[src/rtl/snitch_icache_data_ctrl.sv]
// Instruction-cache data SRAM controller: arbitrates refill writes and lookup
// reads onto the shared per-set SRAM port and queues read data in a 2-deep FIFO.
module snitch_icache_data_ctrl #(
   parameter int unsigned SET_COUNT       = 2,
   parameter int unsigned LINE_COUNT      = 128,
   parameter int unsigned LINE_WIDTH      = 256,
   parameter int unsigned MAX_WRITE_BURST = 4,
   parameter int unsigned COUNT_ALIGN     = $clog2(LINE_COUNT),
   parameter int unsigned SET_ALIGN       = (SET_COUNT > 1) ? $clog2(SET_COUNT) : 1
) (
   input  logic                                 clk_i,
   input  logic                                 rst_i,
   input  logic                                 write_valid_i,
   output logic                                 write_ready_o,
   input  logic [SET_ALIGN-1:0]                 write_set_i,
   input  logic [COUNT_ALIGN-1:0]               write_addr_i,
   input  logic [LINE_WIDTH-1:0]                write_data_i,
   input  logic                                 lookup_valid_i,
   output logic                                 lookup_ready_o,
   input  logic [SET_ALIGN-1:0]                 lookup_set_i,
   input  logic [COUNT_ALIGN-1:0]               lookup_addr_i,
   output logic                                 rsp_valid_o,
   input  logic                                 rsp_ready_i,
   output logic [LINE_WIDTH-1:0]                rsp_data_o,
   output logic [SET_COUNT-1:0]                 ram_enable_o,
   output logic                                 ram_write_o,
   output logic [COUNT_ALIGN-1:0]               ram_addr_o,
   output logic [SET_COUNT-1:0][LINE_WIDTH-1:0] ram_wdata_o,
   input  logic [SET_COUNT-1:0][LINE_WIDTH-1:0] ram_rdata_i
);

   localparam int unsigned FIFO_DEPTH = 2;
   localparam int unsigned CNT_W      = 2;
   localparam int unsigned SET_CMP_W  = SET_ALIGN + 1;
   localparam int unsigned STARVE_W   = $clog2(MAX_WRITE_BURST + 1);

   // Response FIFO and read-tracking state
   logic [LINE_WIDTH-1:0] fifo_q [FIFO_DEPTH];
   logic                  rd_ptr_q;
   logic                  wr_ptr_q;
   logic [CNT_W-1:0]      fifo_count_q;
   logic                  inflight_q;
   logic [SET_ALIGN-1:0]  set_q;
   logic [STARVE_W-1:0]   starve_cnt_q;

   logic                  write_set_ok_c;
   logic                  lookup_set_ok_c;
   logic                  write_req_c;
   logic                  lookup_req_c;
   logic                  starve_full_c;
   logic                  push_c;
   logic                  pop_c;
   logic                  read_ok_c;
   logic [CNT_W-1:0]      occupancy_c;
   logic                  write_gnt_c;
   logic                  lookup_gnt_c;

   // Out-of-range sets never reach the SRAM; widened compare keeps it meaningful
   assign write_set_ok_c  = SET_CMP_W'(write_set_i)  < SET_CMP_W'(SET_COUNT);
   assign lookup_set_ok_c = SET_CMP_W'(lookup_set_i) < SET_CMP_W'(SET_COUNT);
   assign write_req_c     = write_valid_i  && write_set_ok_c  && !rst_i;
   assign lookup_req_c    = lookup_valid_i && lookup_set_ok_c && !rst_i;

   assign starve_full_c = (starve_cnt_q == STARVE_W'(MAX_WRITE_BURST));

   assign rsp_valid_o = (fifo_count_q != '0);
   assign rsp_data_o  = fifo_q[rd_ptr_q];
   assign pop_c       = rsp_valid_o && rsp_ready_i;
   assign push_c      = inflight_q;

   // A new read needs a free slot counting the read already in the SRAM pipe
   assign occupancy_c = fifo_count_q + CNT_W'(inflight_q);
   assign read_ok_c   = (occupancy_c < CNT_W'(FIFO_DEPTH)) ||
                        ((occupancy_c == CNT_W'(FIFO_DEPTH)) && pop_c);

   // Writes win unless a lookup has waited out a full write burst
   always_comb begin
      lookup_gnt_c = 1'b0;
      write_gnt_c  = 1'b0;
      if (lookup_req_c && read_ok_c && (!write_req_c || starve_full_c)) begin
         lookup_gnt_c = 1'b1;
      end else if (write_req_c) begin
         write_gnt_c = 1'b1;
      end
   end

   assign write_ready_o  = write_gnt_c;
   assign lookup_ready_o = lookup_gnt_c;

   // Shared SRAM port
   always_comb begin
      ram_enable_o = '0;
      ram_write_o  = 1'b0;
      ram_addr_o   = '0;
      if (write_gnt_c) begin
         ram_enable_o[write_set_i] = 1'b1;
         ram_write_o               = 1'b1;
         ram_addr_o                = write_addr_i;
      end else if (lookup_gnt_c) begin
         ram_enable_o[lookup_set_i] = 1'b1;
         ram_addr_o                 = lookup_addr_i;
      end
   end

   assign ram_wdata_o = {SET_COUNT{write_data_i}};

   // Count write grants that bypass a waiting lookup
   always_ff @(posedge clk_i or posedge rst_i) begin
      if (rst_i) begin
         starve_cnt_q <= '0;
      end else if (lookup_gnt_c || !lookup_valid_i) begin
         starve_cnt_q <= '0;
      end else if (write_gnt_c && !starve_full_c) begin
         starve_cnt_q <= starve_cnt_q + STARVE_W'(1);
      end
   end

   always_ff @(posedge clk_i or posedge rst_i) begin
      if (rst_i) begin
         inflight_q <= 1'b0;
         set_q      <= '0;
      end else begin
         inflight_q <= lookup_gnt_c;
         if (lookup_gnt_c) begin
            set_q <= lookup_set_i;
         end
      end
   end

   // Two-entry ring; pointer toggles suffice for depth two
   always_ff @(posedge clk_i or posedge rst_i) begin
      if (rst_i) begin
         for (int unsigned i = 0; i < FIFO_DEPTH; i++) begin
            fifo_q[i] <= '0;
         end
         rd_ptr_q     <= 1'b0;
         wr_ptr_q     <= 1'b0;
         fifo_count_q <= '0;
      end else begin
         if (push_c) begin
            fifo_q[wr_ptr_q] <= ram_rdata_i[set_q];
            wr_ptr_q         <= ~wr_ptr_q;
         end
         if (pop_c) begin
            rd_ptr_q <= ~rd_ptr_q;
         end
         fifo_count_q <= fifo_count_q + CNT_W'(push_c) - CNT_W'(pop_c);
      end
   end

   a_no_overflow: assert property (@(posedge clk_i) disable iff (rst_i)
      !(push_c && !pop_c && (fifo_count_q == CNT_W'(FIFO_DEPTH))));

   a_write_set_range: assert property (@(posedge clk_i) disable iff (rst_i)
      write_valid_i |-> write_set_ok_c);

   a_lookup_set_range: assert property (@(posedge clk_i) disable iff (rst_i)
      lookup_valid_i |-> lookup_set_ok_c);

   a_enable_onehot: assert property (@(posedge clk_i) disable iff (rst_i)
      $onehot0(ram_enable_o));

   a_single_grant: assert property (@(posedge clk_i) disable iff (rst_i)
      !(write_gnt_c && lookup_gnt_c));

endmodule

[config.mk]
export PLATFORM = sky130hd
export DESIGN_NAME = snitch_icache_data_ctrl
export DESIGN_NICKNAME = d
export VERILOG_FILES = /design/src/rtl/snitch_icache_data_ctrl.sv
export SDC_FILE = /design/constraint.sdc
export NUM_CORES = 1
export LEC_CHECK = 0
export ABC_AREA = 1
export CAP_MARGIN = 0
export CORE_AREA = 4 4 606 608
export DETAILED_ROUTE_END_ITERATION = 16
export DIE_AREA = 0 0 610 612
export SLEW_MARGIN = 20
export SYNTH_ARGS = -nofsm -noshare
export SYNTH_HDL_FRONTEND = slang
export SYNTH_SLANG_ARGS = --single-unit
[constraint.sdc]
create_clock -name clk_i -period 55.4 [get_ports clk_i]
set_input_delay 8.31 -clock clk_i [delete_from_list [all_inputs] [get_ports clk_i]]
set_output_delay 8.31 -clock clk_i [all_outputs]
set_load 0.01 [all_outputs]
* After elaboration in Yosys (flattened, before gate mapping)
Cells that the tools add are included.
** Storage, ports and cells
- Output and inout bits :: 781
- Bits in registers :: 521
- Bits of input ports :: 789
- Logic and storage cells :: 67
** Operators by class
- Mux-type cells :: 22
- $lt $le $gt $ge :: 9
- Add/subtract/negate cells :: 3
- Reductions and logical operators :: 19
- Eq/ne operators :: 2
- Bitwise operators :: 4
** Operators by type and width (count)
- 2-to-1 mux 256 bit :: 6
- bitwise mux 512 bit :: 1
- demux 256 bit (select 1 bit) :: 1
- 2-to-1 mux 7 bit :: 2
- logical AND 1 bit :: 10
- less-than comparator 1 x 2 -> 1 bit, second input constant :: 3
- 2-to-1 mux 1 bit :: 6
- 2-to-1 mux 3 bit :: 2
- >= comparator 2 bit, second input constant :: 2
- logical NOT 1 bit :: 4
- 2-to-1 mux 2 bit :: 2
- NOT 1 -> 2 bit :: 2
- nonzero test 2 bit :: 2
- adder 3 x 1 -> 3 bit, second input constant :: 1
- == test 3 bit, second input constant :: 1
- logical OR 1 bit :: 3
- adder 2 x 1 -> 2 bit :: 1
- demux 1 bit (select 1 bit) :: 2
- == test 2 bit, second input constant :: 1
- >= comparator 1 bit, second input constant :: 2
- less-than comparator 2 x 1 -> 1 bit, second input constant :: 1
- less-than comparator 2 bit, second input constant :: 1
- NOT 1 bit :: 2
- subtractor 2 x 1 -> 2 bit :: 1

* Longest topological paths before layout
- Depth in word-level cells :: 10
- Gate-level depth with buffers :: 9
- Gate-level depth less buffers :: 8

* Least setup slack after synthesis
OpenSTA, ideal clock, no wires.
- Kind :: in2out
- From :: in rst_i
- To :: out write_ready_o
- Arrival time :: 20767 ps
- Setup slack :: 26323 ps
- Data required time :: 47090 ps
- Stages on the path :: 7
- Buffers on the path :: 1
- Path through :: inv_1 > nand2_1 > a21oi_2 > nand2_2 > inv_1 > nor2_1 > buf_4
** On the way
- Cells in the longest elaborated chain, start to end :: 6
- Elaborated cells on any way between the ends :: 9
- Those cells by class :: mux: 2; reduce/logical: 7
** Ends and longest elaborated chain
- from (decl) :: RTL line 12 : input logic rst_i,
- logical NOT 1 bit (no source line) *
- logical AND 1 bit :: RTL line 61 : assign write_req_c = write_valid_i && write_set_ok_c && !rst_i;
- logical NOT 1 bit :: RTL line 80 : if (lookup_req_c && read_ok_c && (!write_req_c || starve_full_c)) begin
- logical OR 1 bit :: RTL line 80
- logical AND 1 bit :: RTL line 80
- 2-to-1 mux 1 bit * :: RTL line 80
- to (decl) :: RTL line 14 : output logic write_ready_o,
Every way passes the cells marked *; elsewhere a longest branch is shown, timed or not.

* Final worst setup path
- From :: in rst_i
- To :: out ram_addr_o[1]
** On the way
- Cells in the longest elaborated chain, start to end :: 8
- Elaborated cells on any way between the ends :: 12
- Those cells by class :: mux: 5; reduce/logical: 7
** Ends and longest elaborated chain
- logical NOT 1 bit (no source line) *
- logical AND 1 bit :: RTL line 61
- logical NOT 1 bit :: RTL line 80
- logical OR 1 bit :: RTL line 80
- logical AND 1 bit :: RTL line 80
- 2-to-1 mux 1 bit :: RTL line 80
- 2-to-1 mux 7 bit :: RTL line 99 : end else if (lookup_gnt_c) begin
- 2-to-1 mux 7 bit * :: RTL line 95 : if (write_gnt_c) begin
- to (decl) :: RTL line 27 : output logic [COUNT_ALIGN-1:0] ram_addr_o,
Marked as above.

==> results.json <==
{
  "status": "complete, no violations",
  "drt-initial-drc-count": 1695,
  "die_h_um": 612,
  "setup_viol": 0,
  "hold_path_class": "flip-flop to flip-flop",
  "core_mm2": 0.3617,
  "die-area_mm2": 0.3733,
  "cts_sinks": 521,
  "grt_start_max_net_pins": 207,
  "fill_cells": 41710,
  "clk_transition_reported_paths_ns": 0.06,
  "drt-total-wl_mm": 219.5,
  "cts_resized": 0,
  "antenna_found_initial": 13,
  "avgSynthCellArea_um2": 8.364,
  "place_congestion": 0.8178,
  "cap_violations": 0,
  "cts_buffer_depth": 3,
  "mostFrequentLayoutCells": "nand2_1, clkdlybuf4s50_1, dfrtp_1",
  "finalPower_mw": 2.382,
  "grt_first_pass_wirelength_mm": 269.3,
  "dr_total_vias": 24700,
  "end_kind": "primary output",
  "cts_hold_buffers": 0,
  "worstPathArrival_ns": 10.85,
  "wl_per_cell_um": 25.36,
  "ys_seq_elements": 521,
  "finalClockSkew_ns": 0.07962,
  "start_kind": "input port",
  "io_buffers": 801,
  "max_freq_mhz": 52.20,
  "via_per_inst": 2.853,
  "worstReg2RegStart": "inflight_q",
  "yosysTopAreaCellShare_pct": 43.05,
  "dp_slack_ns": 36.24,
  "synth_nets": 4414,
  "root_buffer": "clkbuf_16",
  "drtAntennaViolNets": 0,
  "hold_viol": 0,
  "crit_required_ns": 47.09,
  "leakage_nw": 17.12,
  "critPathMaxFanout": 15,
  "startpoint": "rst_i",
  "fin_crit_sh_pct": 34.58,
  "vdd_drop_max_v": 0.00002869,
  "tightest_slew_ns": 1.045,
  "final.min_clock_period_ns": 19.16,
  "rows": 221,
  "setup_tns_ns": 0,
  "drc": 0,
  "h-tree-depth": 2,
  "grt_pass1_vias": 23700,
  "dr.pass1.iters": 5,
  "dp_hpwl_mm": 189.7,
  "syn_inst": 3621,
  "ys_seq_area_share_pct": 43.05,
  "cts_buffers": 61,
  "drive_gt1_share_pct": 10.40,
  "nets": 4596,
  "hold_start": "fifo_q[62]",
  "powerDensity_mw_per_mm2": 57.13,
  "start_util_pct": 8.374,
  "track_usage_pct": 11.15,
  "area_growth_pct": 37.65,
  "crit_type": "input port to primary output",
  "synth_warnings": 0,
  "maxSlewViolCount": 0,
  "slew_headroom_pct": 30.31,
  "syn-cell-area_mm2": 0.03029,
  "yosys.area.top_type": "dfrtp_1",
  "grt-ovfl-total": 0,
  "yosys-top-cells-area": "dfrtp_1, nand2_1, buf_4",
  "ys_types": 24,
  "tritoncts": "done",
  "fin_ws_ns": 36.24,
  "cts_setup_buffers": 0,
  "clkLatencyLatePin_ns": 0.74,
  "die_x_um": 610,
  "post-route-util_pct": 11.53,
  "layout.cells.most_common": "nand2_1",
  "io_pins": 1570,
  "rsz0062_at_grt": "no"
}
==> synthesized netlist by cell type <==
cell      count
o21ai_0     456
buf_6        37
nor2_1        4
a21oi_2       1
nand4_1       1
inv_2         2
mux2_2       89
xor2_1        3
buf_2        86
mux2_4      167
nand2_2       2
nand3_1      20
nor2_2        1
dfrtp_1     521
buf_1         7
nand3b_1      1
xnor2_1       1
ha_1          4
clkbuf_1     68
nor2_4        1
o21ai_1      56
inv_1       273
buf_4       515
nand2_1    1305
==> report_power, final <==
group          internal (mW)  switching (mW)
Clock                  0.237           0.185
Combinational          0.502           0.807
Sequential             0.569          0.0825
Total                   1.31            1.07
==> state kept, by name, summed over array words and instances (netlist names) <==
name	cells
fifo_count_q	2
fifo_q	512
inflight_q	1
rd_ptr_q	1
set_q	1
starve_cnt_q	3
wr_ptr_q	1
==> cells by family after synthesis <==
group,count (synthesis),synth area share (%)
adders and majority gates,4,0.1652
muxes,256,11.59
xor gates and xnor gates,4,0.1157
DFF,521,43.05
buffers and inverters,988,19.90
and+or+nand+nor,1335,16.70
AOI/OAI and AO/OA,513,8.489
==> stage by stage <==
step,instances,cell area (um^2),hold WS (ns)
final,8658,41690,0.4770
after global routing,8650,41670,0.4892
after CTS,8649,41670,0.4814
after detailed placement,8534,39610,0.4645
after global placement,8534,39610,0.4609
after floorplan,3621,30290,0.4487
==> final timing paths <==
kind	to	slack, ns	depth (start not counted)
min in group asynchronous	fifo_q[137]	8.07	2
max in group asynchronous	fifo_q[284]	43.90	6
worst min-delay path	fifo_q[62]	0.48	2
worst min register to register	fifo_q[62]	0.48	2
worst max register to register	fifo_q[280]	50.73	7
worst max-delay path	ram_addr_o[1]	36.24	7
==> routing by layer <==
layer,up-vias,routed length (um),global-route usage (%)
li1,11140,-,-
met1,11640,62750,9.395
met2,1649,101500,18.02
met3,259,46250,10.75
met4,19,8266,3.820
met5,-,781,1.434
==> worst max-delay path: stages <==
cell and delay, ns:
clkdlybuf4s50_1 0.52, nor2_2 0.53, a21oi_2 0.25, nand2_2 0.25
nand3_1 0.10, nand2_1 0.12, clkdlybuf4s50_1 0.76
==> area by class of cell <==
type                       instances  area, um^2  share of cell area (%)
sequential                       521       13050                   31.29
multi-input combinational       2112       11230                   26.94
timing repair buffer             832        8288                   19.88
tap                             4794        5998                   14.39
clock buffer                      91        1819                   4.364
inverter                         275        1047                   2.512
clock inverter                    24       239.0                  0.5732
antenna                            9       22.52                 0.05402
Power figures use the tool's default switching activity.
